==> config.mk <==
export PLATFORM = sky130hd
export DESIGN_NAME = av_config_responder
export DESIGN_NICKNAME = d
export VERILOG_FILES = /design/src/rtl/av_config_pkg.sv /design/src/rtl/av_config_line_filter.sv /design/src/rtl/av_config_responder.sv
export SDC_FILE = /design/constraint.sdc
export NUM_CORES = 1
export LEC_CHECK = 0
export CORE_MARGIN = 4
export CORE_UTILIZATION = 59
export DETAILED_ROUTE_END_ITERATION = 7
export HOLD_SLACK_MARGIN = 0.05
export PLACE_DENSITY_LB_ADDON = 0.15
export SLEW_MARGIN = 20
export SYNTH_ARGS = -nofsm -noshare
export SYNTH_HDL_FRONTEND = slang
export SYNTH_SLANG_ARGS = --single-unit
==> constraint.sdc <==
create_clock -name clk -period 8.3 [get_ports clk]
set_input_delay 1.66 -clock clk [delete_from_list [all_inputs] [get_ports clk]]
set_output_delay 1.66 -clock clk [all_outputs]
set_load 0.01 [all_outputs]
==> src/rtl/av_config_pkg.sv <==
// ============================================================================
// Module   : av_config_pkg
// Purpose  : Shared types and constants for the A/V configuration I2C responder.
// Revision : 1.0 - initial release
// ============================================================================
`default_nettype none

package av_config_pkg;

  typedef enum logic [3:0] {
    IDLE   = 4'd0,
    ADDR   = 4'd1,
    ACK_A  = 4'd2,
    PTR    = 4'd3,
    ACK_P  = 4'd4,
    WDATA  = 4'd5,
    ACK_W  = 4'd6,
    RDATA  = 4'd7,
    MACK   = 4'd8,
    IGNORE = 4'd9
  } state_t;

  localparam logic [6:0] c_WM8731_ADDR  = 7'h1A;
  localparam logic [6:0] c_ADV7180_ADDR = 7'h20;

  // SDA bus levels for the acknowledge bit
  localparam logic c_ACK  = 1'b0;
  localparam logic c_NACK = 1'b1;

endpackage

`default_nettype wire

==> src/rtl/av_config_line_filter.sv <==
// ============================================================================
// Module   : av_config_line_filter
// Purpose  : Pad synchronizer, optional stability filter (macro
//            AV_CONFIG_RESP_GLITCH_FILTER_EN) and edge detector for SCL/SDA.
// Revision : 1.0 - initial release
// ============================================================================
`default_nettype none

module av_config_line_filter #(
  parameter int FILTER_LEN = 4
) (
  input  logic clk,
  input  logic reset,
  input  logic i_line,
  output logic o_level,
  output logic o_rise,
  output logic o_fall
);

  // Idle bus level is high, so reset to 1 to avoid phantom edges.
  logic r_s1, r_s2, r_prev;
  logic w_clean;

  always_ff @(posedge clk or posedge reset) begin
    if (reset) begin
      r_s1 <= 1'b1;
      r_s2 <= 1'b1;
    end else begin
      r_s1 <= i_line;
      r_s2 <= r_s1;
    end
  end

`ifdef AV_CONFIG_RESP_GLITCH_FILTER_EN
  localparam int c_CNT_W = $clog2(FILTER_LEN + 1);

  logic [c_CNT_W-1:0] r_cnt;
  logic               r_filt;

  // Follow the line only after FILTER_LEN consecutive differing samples.
  always_ff @(posedge clk or posedge reset) begin
    if (reset) begin
      r_cnt  <= '0;
      r_filt <= 1'b1;
    end else if (r_s2 == r_filt) begin
      r_cnt <= '0;
    end else if (r_cnt == c_CNT_W'(FILTER_LEN - 1)) begin
      r_cnt  <= '0;
      r_filt <= r_s2;
    end else begin
      r_cnt <= r_cnt + c_CNT_W'(1);
    end
  end

  assign w_clean = r_filt;
`else
  assign w_clean = r_s2;
`endif

  always_ff @(posedge clk or posedge reset) begin
    if (reset) r_prev <= 1'b1;
    else       r_prev <= w_clean;
  end

  assign o_level = w_clean;
  assign o_rise  = w_clean & ~r_prev;
  assign o_fall  = ~w_clean & r_prev;

endmodule

`default_nettype wire

==> src/rtl/av_config_responder.sv <==
// ============================================================================
// Module   : av_config_responder
// Purpose  : I2C target modelling a byte-addressed codec register bank with a
//            local read port; glitch filter via AV_CONFIG_RESP_GLITCH_FILTER_EN.
// Revision : 1.0 - initial release
// ============================================================================
`default_nettype none

module av_config_responder
  import av_config_pkg::*;
#(
  parameter logic [6:0] DEV_ADDR   = c_WM8731_ADDR,
  parameter int         ADDR_W     = 4,
  parameter int         FILTER_LEN = 4
) (
  input  logic              clk,
  input  logic              reset,
  input  logic              scl_in,
  input  logic              sda_in,
  output logic              sda_oe,
  input  logic [ADDR_W-1:0] cfg_addr,
  output logic [7:0]        cfg_rdata,
  output logic              wr_strobe,
  output logic [ADDR_W-1:0] wr_addr,
  output logic [7:0]        wr_data,
  output logic              busy
);

  localparam int c_NREG = 2 ** ADDR_W;

  logic w_scl_lvl, w_scl_rise, w_scl_fall;
  logic w_sda_lvl, w_sda_rise, w_sda_fall;

  av_config_line_filter #(.FILTER_LEN(FILTER_LEN)) u_scl_filter (
    .clk    (clk),
    .reset  (reset),
    .i_line (scl_in),
    .o_level(w_scl_lvl),
    .o_rise (w_scl_rise),
    .o_fall (w_scl_fall)
  );

  av_config_line_filter #(.FILTER_LEN(FILTER_LEN)) u_sda_filter (
    .clk    (clk),
    .reset  (reset),
    .i_line (sda_in),
    .o_level(w_sda_lvl),
    .o_rise (w_sda_rise),
    .o_fall (w_sda_fall)
  );

  wire w_start = w_sda_fall & w_scl_lvl;
  wire w_stop  = w_sda_rise & w_scl_lvl;

  state_t            r_state, w_state;
  logic [7:0]        r_shift, w_shift;
  logic [2:0]        r_cnt, w_cnt;
  logic              r_done, w_done;
  logic              r_rw, w_rw;
  logic              r_mack, w_mack;
  logic [ADDR_W-1:0] r_ptr, w_ptr;
  logic              r_sda_oe, w_sda_oe;
  logic              r_busy, w_busy;
  logic              r_strobe, w_strobe;
  logic [ADDR_W-1:0] r_wr_addr, w_wr_addr;
  logic [7:0]        r_wr_data, w_wr_data;
  logic              w_we;
  logic [7:0]        r_regs [c_NREG];

  wire [7:0]        w_byte     = {r_shift[6:0], w_sda_lvl};
  wire [ADDR_W-1:0] w_ptr_inc  = r_ptr + ADDR_W'(1);
  wire [7:0]        w_rd_cur   = r_regs[r_ptr];
  wire [7:0]        w_rd_next  = r_regs[w_ptr_inc];

  always_comb begin
    w_state   = r_state;
    w_shift   = r_shift;
    w_cnt     = r_cnt;
    w_done    = r_done;
    w_rw      = r_rw;
    w_mack    = r_mack;
    w_ptr     = r_ptr;
    w_sda_oe  = r_sda_oe;
    w_busy    = r_busy;
    w_strobe  = 1'b0;
    w_wr_addr = r_wr_addr;
    w_wr_data = r_wr_data;
    w_we      = 1'b0;

    // Bus conditions pre-empt any SCL edge seen in the same cycle.
    if (w_stop) begin
      w_state  = IDLE;
      w_sda_oe = 1'b0;
      w_busy   = 1'b0;
      w_done   = 1'b0;
      w_cnt    = 3'd0;
    end else if (w_start) begin
      w_state  = ADDR;
      w_sda_oe = 1'b0;
      w_done   = 1'b0;
      w_cnt    = 3'd0;
    end else begin
      case (r_state)
        ADDR, PTR, WDATA: begin
          if (w_scl_rise && !r_done) begin
            w_shift = w_byte;
            w_cnt   = r_cnt + 3'd1;
            if (r_cnt == 3'd7) begin
              w_done = 1'b1;
              if (r_state == ADDR) begin
                w_rw = w_sda_lvl;
              end else if (r_state == PTR) begin
                w_ptr = w_byte[ADDR_W-1:0];
              end else begin
                w_we      = 1'b1;
                w_strobe  = 1'b1;
                w_wr_addr = r_ptr;
                w_wr_data = w_byte;
              end
            end
          end else if (w_scl_fall && r_done) begin
            w_done = 1'b0;
            if (r_state == ADDR && r_shift[7:1] != DEV_ADDR) begin
              w_state = IGNORE;
            end else begin
              w_sda_oe = ~c_ACK;
              case (r_state)
                ADDR: begin
                  w_state = ACK_A;
                  w_busy  = 1'b1;
                end
                PTR:     w_state = ACK_P;
                default: w_state = ACK_W;
              endcase
            end
          end
        end
        ACK_A: begin
          if (w_scl_fall) begin
            w_cnt = 3'd0;
            if (r_rw) begin
              w_shift  = w_rd_cur;
              w_sda_oe = ~w_rd_cur[7];
              w_state  = RDATA;
            end else begin
              w_sda_oe = 1'b0;
              w_state  = PTR;
            end
          end
        end
        ACK_P: begin
          if (w_scl_fall) begin
            w_sda_oe = 1'b0;
            w_cnt    = 3'd0;
            w_state  = WDATA;
          end
        end
        ACK_W: begin
          if (w_scl_fall) begin
            w_sda_oe = 1'b0;
            w_cnt    = 3'd0;
            w_ptr    = w_ptr_inc;
            w_state  = WDATA;
          end
        end
        RDATA: begin
          if (w_scl_rise) begin
            w_cnt = r_cnt + 3'd1;
            if (r_cnt == 3'd7) w_done = 1'b1;
          end else if (w_scl_fall) begin
            if (r_done) begin
              w_done   = 1'b0;
              w_sda_oe = 1'b0;
              w_state  = MACK;
            end else begin
              w_shift  = {r_shift[6:0], 1'b0};
              w_sda_oe = ~r_shift[6];
            end
          end
        end
        MACK: begin
          if (w_scl_rise) begin
            w_mack = w_sda_lvl;
            w_done = 1'b1;
          end else if (w_scl_fall && r_done) begin
            w_done = 1'b0;
            if (r_mack == c_ACK) begin
              w_ptr    = w_ptr_inc;
              w_shift  = w_rd_next;
              w_sda_oe = ~w_rd_next[7];
              w_cnt    = 3'd0;
              w_state  = RDATA;
            end else begin
              w_state = IGNORE;
            end
          end
        end
        IDLE, IGNORE: ;
        default: w_state = IDLE;
      endcase
    end
  end

  always_ff @(posedge clk or posedge reset) begin
    if (reset) begin
      r_state   <= IDLE;
      r_shift   <= 8'h00;
      r_cnt     <= 3'd0;
      r_done    <= 1'b0;
      r_rw      <= 1'b0;
      r_mack    <= c_NACK;
      r_ptr     <= '0;
      r_sda_oe  <= 1'b0;
      r_busy    <= 1'b0;
      r_strobe  <= 1'b0;
      r_wr_addr <= '0;
      r_wr_data <= 8'h00;
    end else begin
      r_state   <= w_state;
      r_shift   <= w_shift;
      r_cnt     <= w_cnt;
      r_done    <= w_done;
      r_rw      <= w_rw;
      r_mack    <= w_mack;
      r_ptr     <= w_ptr;
      r_sda_oe  <= w_sda_oe;
      r_busy    <= w_busy;
      r_strobe  <= w_strobe;
      r_wr_addr <= w_wr_addr;
      r_wr_data <= w_wr_data;
    end
  end

  always_ff @(posedge clk or posedge reset) begin
    if (reset) begin
      for (int i = 0; i < c_NREG; i++) r_regs[i] <= 8'h00;
    end else if (w_we) begin
      r_regs[r_ptr] <= w_byte;
    end
  end

  assign sda_oe    = r_sda_oe;
  assign busy      = r_busy;
  assign wr_strobe = r_strobe;
  assign wr_addr   = r_wr_addr;
  assign wr_data   = r_wr_data;
  assign cfg_rdata = r_regs[cfg_addr];

endmodule

`default_nettype wire

**Yosys cells after proc, flatten, opt, wreduce, memory -nomap -nowiden**

Index checks and enable logic that the tools add are counted.

- Output and inout port bits: 23
- Logic and storage cells: 224
- Register bits after elaboration: 171

- $lt $le $gt $ge: 4
- Eq/ne operators: 43
- Muxes and demuxes: 93
- Reductions and logical operators: 28
- Add/sub/neg operators: 2
- Bitwise gates (word level): 20

Operators with widths:

| kind | number |
|---|---|
| bitwise mux 128 bit | 1 |
| two-way mux 8 bit | 16 |
| binary-select mux 8 bit (select 4 bit) | 3 |
| two-way mux 4 bit | 21 |
| inequality test 4 bit (second input constant) | 12 |
| two-way mux 1 bit | 35 |
| demux 8 bit (select 4 bit) | 1 |
| one-hot mux 8 bit (4 select lines) | 1 |
| inequality test 2 bit (second input constant) | 15 |
| two-way mux 3 bit | 9 |
| one-hot mux 4 bit (6 select lines) | 1 |
| AND reduction 11 bit | 2 |
| equality test 4 x 3 -> 1 bit (second input constant) | 4 |
| greater-or-equal comparator 5 bit (second input constant) | 3 |
| inverter 4 -> 5 bit | 3 |
| AND reduction 7 bit | 2 |
| one-hot mux 3 bit (4 select lines) | 1 |
| one-hot mux 4 bit (3 select lines) | 1 |
| AND reduction 12 bit | 1 |
| AND reduction 6 bit | 2 |
| inverter 1 bit | 11 |
| AND reduction 10 bit | 1 |
| equality test 4 x 2 -> 1 bit (second input constant) | 2 |
| equality test 4 bit (second input constant) | 2 |
| other kinds (27) | 40 |

**Depth between registers and ports, before layout**

- Word-level depth: 12
- Mapped depth: 12

**By module**

Synthesis repeated with hierarchy kept, for this count alone.

- Cells, all modules: 753
- Area, all modules: 10381.2 um^2

By module, submodules not included:

| module | area each (um^2) | seq. area each (um^2) | times used | cells an instance |
|---|---|---|---|---|
| av_config_responder | 10186.0 | 4130.2 | 1 | 741 |
| av_config_line_filter | 97.6 | 78.8 | 2 | 6 |

**Worst setup path before layout**

OpenSTA, ideal clock, no wires.

- Path kind: input -> output
- From: in cfg_addr[0]
- To: out cfg_rdata[0]
- Data required time: 6.640 ns
- Setup slack: 3.012 ns
- Stages: 5
- Arrival time: 3.628 ns
- Path through: clkbuf_1 > buf_1 > clkbuf_1 > mux4_2 > mux4_2

- Longest elaborated chain between the ends: 4

Ends and longest elaborated chain:

| what | RTL line | text |
|---|---|---|
| from (decl) | av_config_responder.sv:21 | `input logic [ADDR_W-1:0] cfg_addr,` |
| inverter 4 -> 5 bit (not written as such) | av_config_responder.sv:247 | `assign cfg_rdata = r_regs[cfg_addr];` |
| binary-select mux 8 bit (select 4 bit) | av_config_responder.sv:247 |  |
| two-way mux 8 bit (not written as such) (2 in a row) | av_config_responder.sv:247 |  |
| to (decl) | av_config_responder.sv:22 | `output logic [7:0] cfg_rdata,` |

Every way passes these cells. The select of a mux whose other input is x is not followed.

**Worst setup path after layout**

Ends and elaborated chain as after synthesis.

==> flow_summary.yaml <==
detailed_routing:
  wirelength_um: 28850
  met2WireLength_um: 13210
  drt-met1-wl_um: 11570
  via_per_inst: 7.233
  postRouteAntennaNets: 0
  highest_layer: "met5"
  vias: 7407
  wl_met3_um: 2982
  first_iter_violations: 666
  drtPass1Iterations: 6
  drc: 0
  avgRoutedWirePerCell_um: 28.18
global_route:
  grt_pass1_vias: 7408
  grt_max_degree: 103
  grt_pass1_wl_um: 44860
  grt_use_total: 0.3029
  antenna_found_initial: 0
  grt_overflow: 0
synth:
  synth_cells: 800
  synth_compound_area_frac: 0.06343
  muxShareOfSynthArea: 0.3953
  synth_enable_flop_cells: 0
  synth_top_area_share: 0.3948
  synth_top_family_by_area: "multiplexers"
  syn-cell-area_mm2: 0.01039
  synth-seq-cells: 171
  synth_nets: 814
  ys.flop_type: "dfrtp_1"
  ys_warn_count: 0
  synthAdderAreaFrac: 0.008185
  synth_area_leader_cell: "dfrtp_1"
  syn_avg_cell_area_um2: 12.99
  synthTopCellsByArea: "dfrtp_1 (39%), mux4_2 (22%), mux2_2 (16%)"
  seq_area_frac_synth: 0.4125
  synth-simple-area-share: 0.07330
  synth_xor_area_frac: 0.005055
  ys_types: 62
  async_reset_ff_frac: 1.000
sta:
  min_period_ns: 5.714
  rsz0062_at_grt: "no"
  final-hold-violation-count: 0
  fin_setup_tns_ns: 0
  setup-violations-final: 0
  worstMarginPinSlew_ns: 1.278
  fmax_mhz: 175.0
  period_share: 0.6884
  drv_slew: 0
  fin_skew_ns: 0.01020
  relSlewSlack: 0.1438
floorplan:
  die_area_mm2: 0.01981
  start_util: 0.6010
  die_h_um: 140.7
  io_pins: 31
  die_x_um: 140.7
  rows: 48
  core-area_mm2: 0.01730
critical_path:
  reg2reg_depth: 9
  crit_path_start_kind: "input port"
  arrival_ns: 4.05
  endpoint_kind: "primary output"
  worst-setup-path-type: "input port to primary output"
  crit_path_max_fanout: 32
  regToRegSetupSlack_ns: 4.71
  worst_ep_required_time_ns: 6.64
  r2r-end: "r_shift[4]"
  timing.rr.start: "r_ptr[1]"
layout:
  n_antenna_cell: 0
  drive_gt1_frac: 0.3905
  fin_util: 0.6565
  layout.nets: 800
  mostFrequentLayoutCells: "dfrtp_1 (162), mux2_2 (144), mux4_2 (102)"
  areaGrowthSynthToFinish_pct: 9.232
  final_common_cell: "dfrtp_1"
clock_tree:
  numCtsBuffers: 17
  cts_setup_buffers: 0
  clock_latency_ns: 0.44
  hold_buffers: 0
  cts_tree: "yes"
  cts_root_buffer: "clkbuf_16"
  clock-sinks: 171
  path_clk_slew_ns: 0.07
  ctsResizeCount: 0
  ctsLongestPathBuffers: 2
  htree_levels: 4
placement:
  gp_congestion: 0.8795
  place_hpwl_um: 17680
  portBuffers: 30
worst_hold_path:
  holdPathEnd: "u_sda_filter.o_level"
  holdPathStages: 0
  worstHoldPathType: "flop to flop"
  worstHoldStart: "u_sda_filter.r_s1"
pwr:
  ir_drop_uv: 150.3
  p_leak_nw: 4.816
  p_per_area_mw_per_mm2: 188.0
outcome:
  outcome: "complete, no violations"
run:
  max_cap_viol_count: 0
-- cells in the mapped netlist, types with 7 or more instances --
cell type / count
buf_4: 7
dfstp_2: 7
mux2_2: 144
o21ai_0: 25
mux4_2: 102
nor2_1: 31
dfrtp_1: 164
nand2_1: 47
inv_1: 27
buf_1: 10
mux2i_1: 19
buf_2: 18
and3_1: 15
nand2b_1: 7
a31oi_1: 11
o22ai_1: 9
a21oi_1: 30
clkbuf_1: 38
-- routing by layer --
layer / up-vias / track usage
met5: - / 0.01754
met4: 2 / 0.1137
met3: 72 / 0.08345
met2: 454 / 0.4531
met1: 3868 / 0.4278
li1: 3011 / -
-- area by class of cell --
class	instances	area, µm²
clock buffer	19	442.9
clock inverter	13	180.2
fill	1265	5942
inverter	28	110.1
multi-input combinational	527	5674
sequential	171	4293
tap	225	281.5
timing repair buffer	41	372.9
-- how the worst max path moves through the flow --
| stage | start | endpoint | slack (ns) | depth (start not counted) |
|---|---|---|---|---|
| 2_1_floorplan | reset | busy | 2.02 | 1 |
| 3_3_place_gp | cfg_addr[0] | cfg_rdata[0] | 2.58 | 4 |
| 3_5_place_dp | cfg_addr[0] | cfg_rdata[0] | 2.55 | 4 |
| 4_1_cts | cfg_addr[0] | cfg_rdata[0] | 2.55 | 4 |
| 5_1_grt | cfg_addr[0] | cfg_rdata[3] | 2.43 | 4 |
| 6_report | cfg_addr[0] | cfg_rdata[0] | 2.59 | 4 |
-- flip-flops by register name, indices dropped and copies added (netlist names) --
signal	flops
u_scl_filter.o_level	1
u_sda_filter.o_level	1
r_state	4
u_scl_filter.r_prev	1
wr_strobe	1
u_scl_filter.r_s1	1
r_shift	8
r_ptr	4
wr_addr	4
r_rw	1
r_done	1
u_sda_filter.r_prev	1
wr_data	8
r_mack	1
r_regs	128
sda_oe	1
busy	1
u_sda_filter.r_s1	1
r_cnt	3
-- cell families after synthesis --
logic type	count (synthesis)
AO/OA/AOI/OAI	108
AND/OR/NAND/NOR	141
multiplexers	265
flip-flops	171
buffers and inverters	102
adder cells (fa/ha/maj)	7
XOR/XNOR	6
-- per-stage QoR --
step | hold slack (ns) | worst slack, ns | instance area, µm² | power, mW | cells
6_report | 0.3561 | 2.586 | 11350 | 2.135 | 1024
5_1_grt | 0.3627 | 2.429 | 11350 | 2.216 | 1024
4_1_cts | 0.3575 | 2.551 | 11350 | 2.135 | 1024
3_5_place_dp | 0.3473 | 2.547 | 10730 | 1.294 | 992
3_3_place_gp | 0.3458 | 2.584 | 10730 | 1.280 | 992
2_1_floorplan | 0.3452 | 2.020 | 10400 | 1.185 | 800
-- worst max-delay path, cell delays in order --
cell and delay [ns]:
buf_2 0.76, mux4_2 0.60, mux4_2 0.51, clkdlybuf4s50_1 0.51
-- where the power goes --
part           switching [mW]  internal [mW]  total, mW
registers               0.122          0.867      0.989
logic                   0.180          0.120      0.299
clock network           0.356          0.491      0.847
No activity file was read; power rests on OpenSTA's default activity.
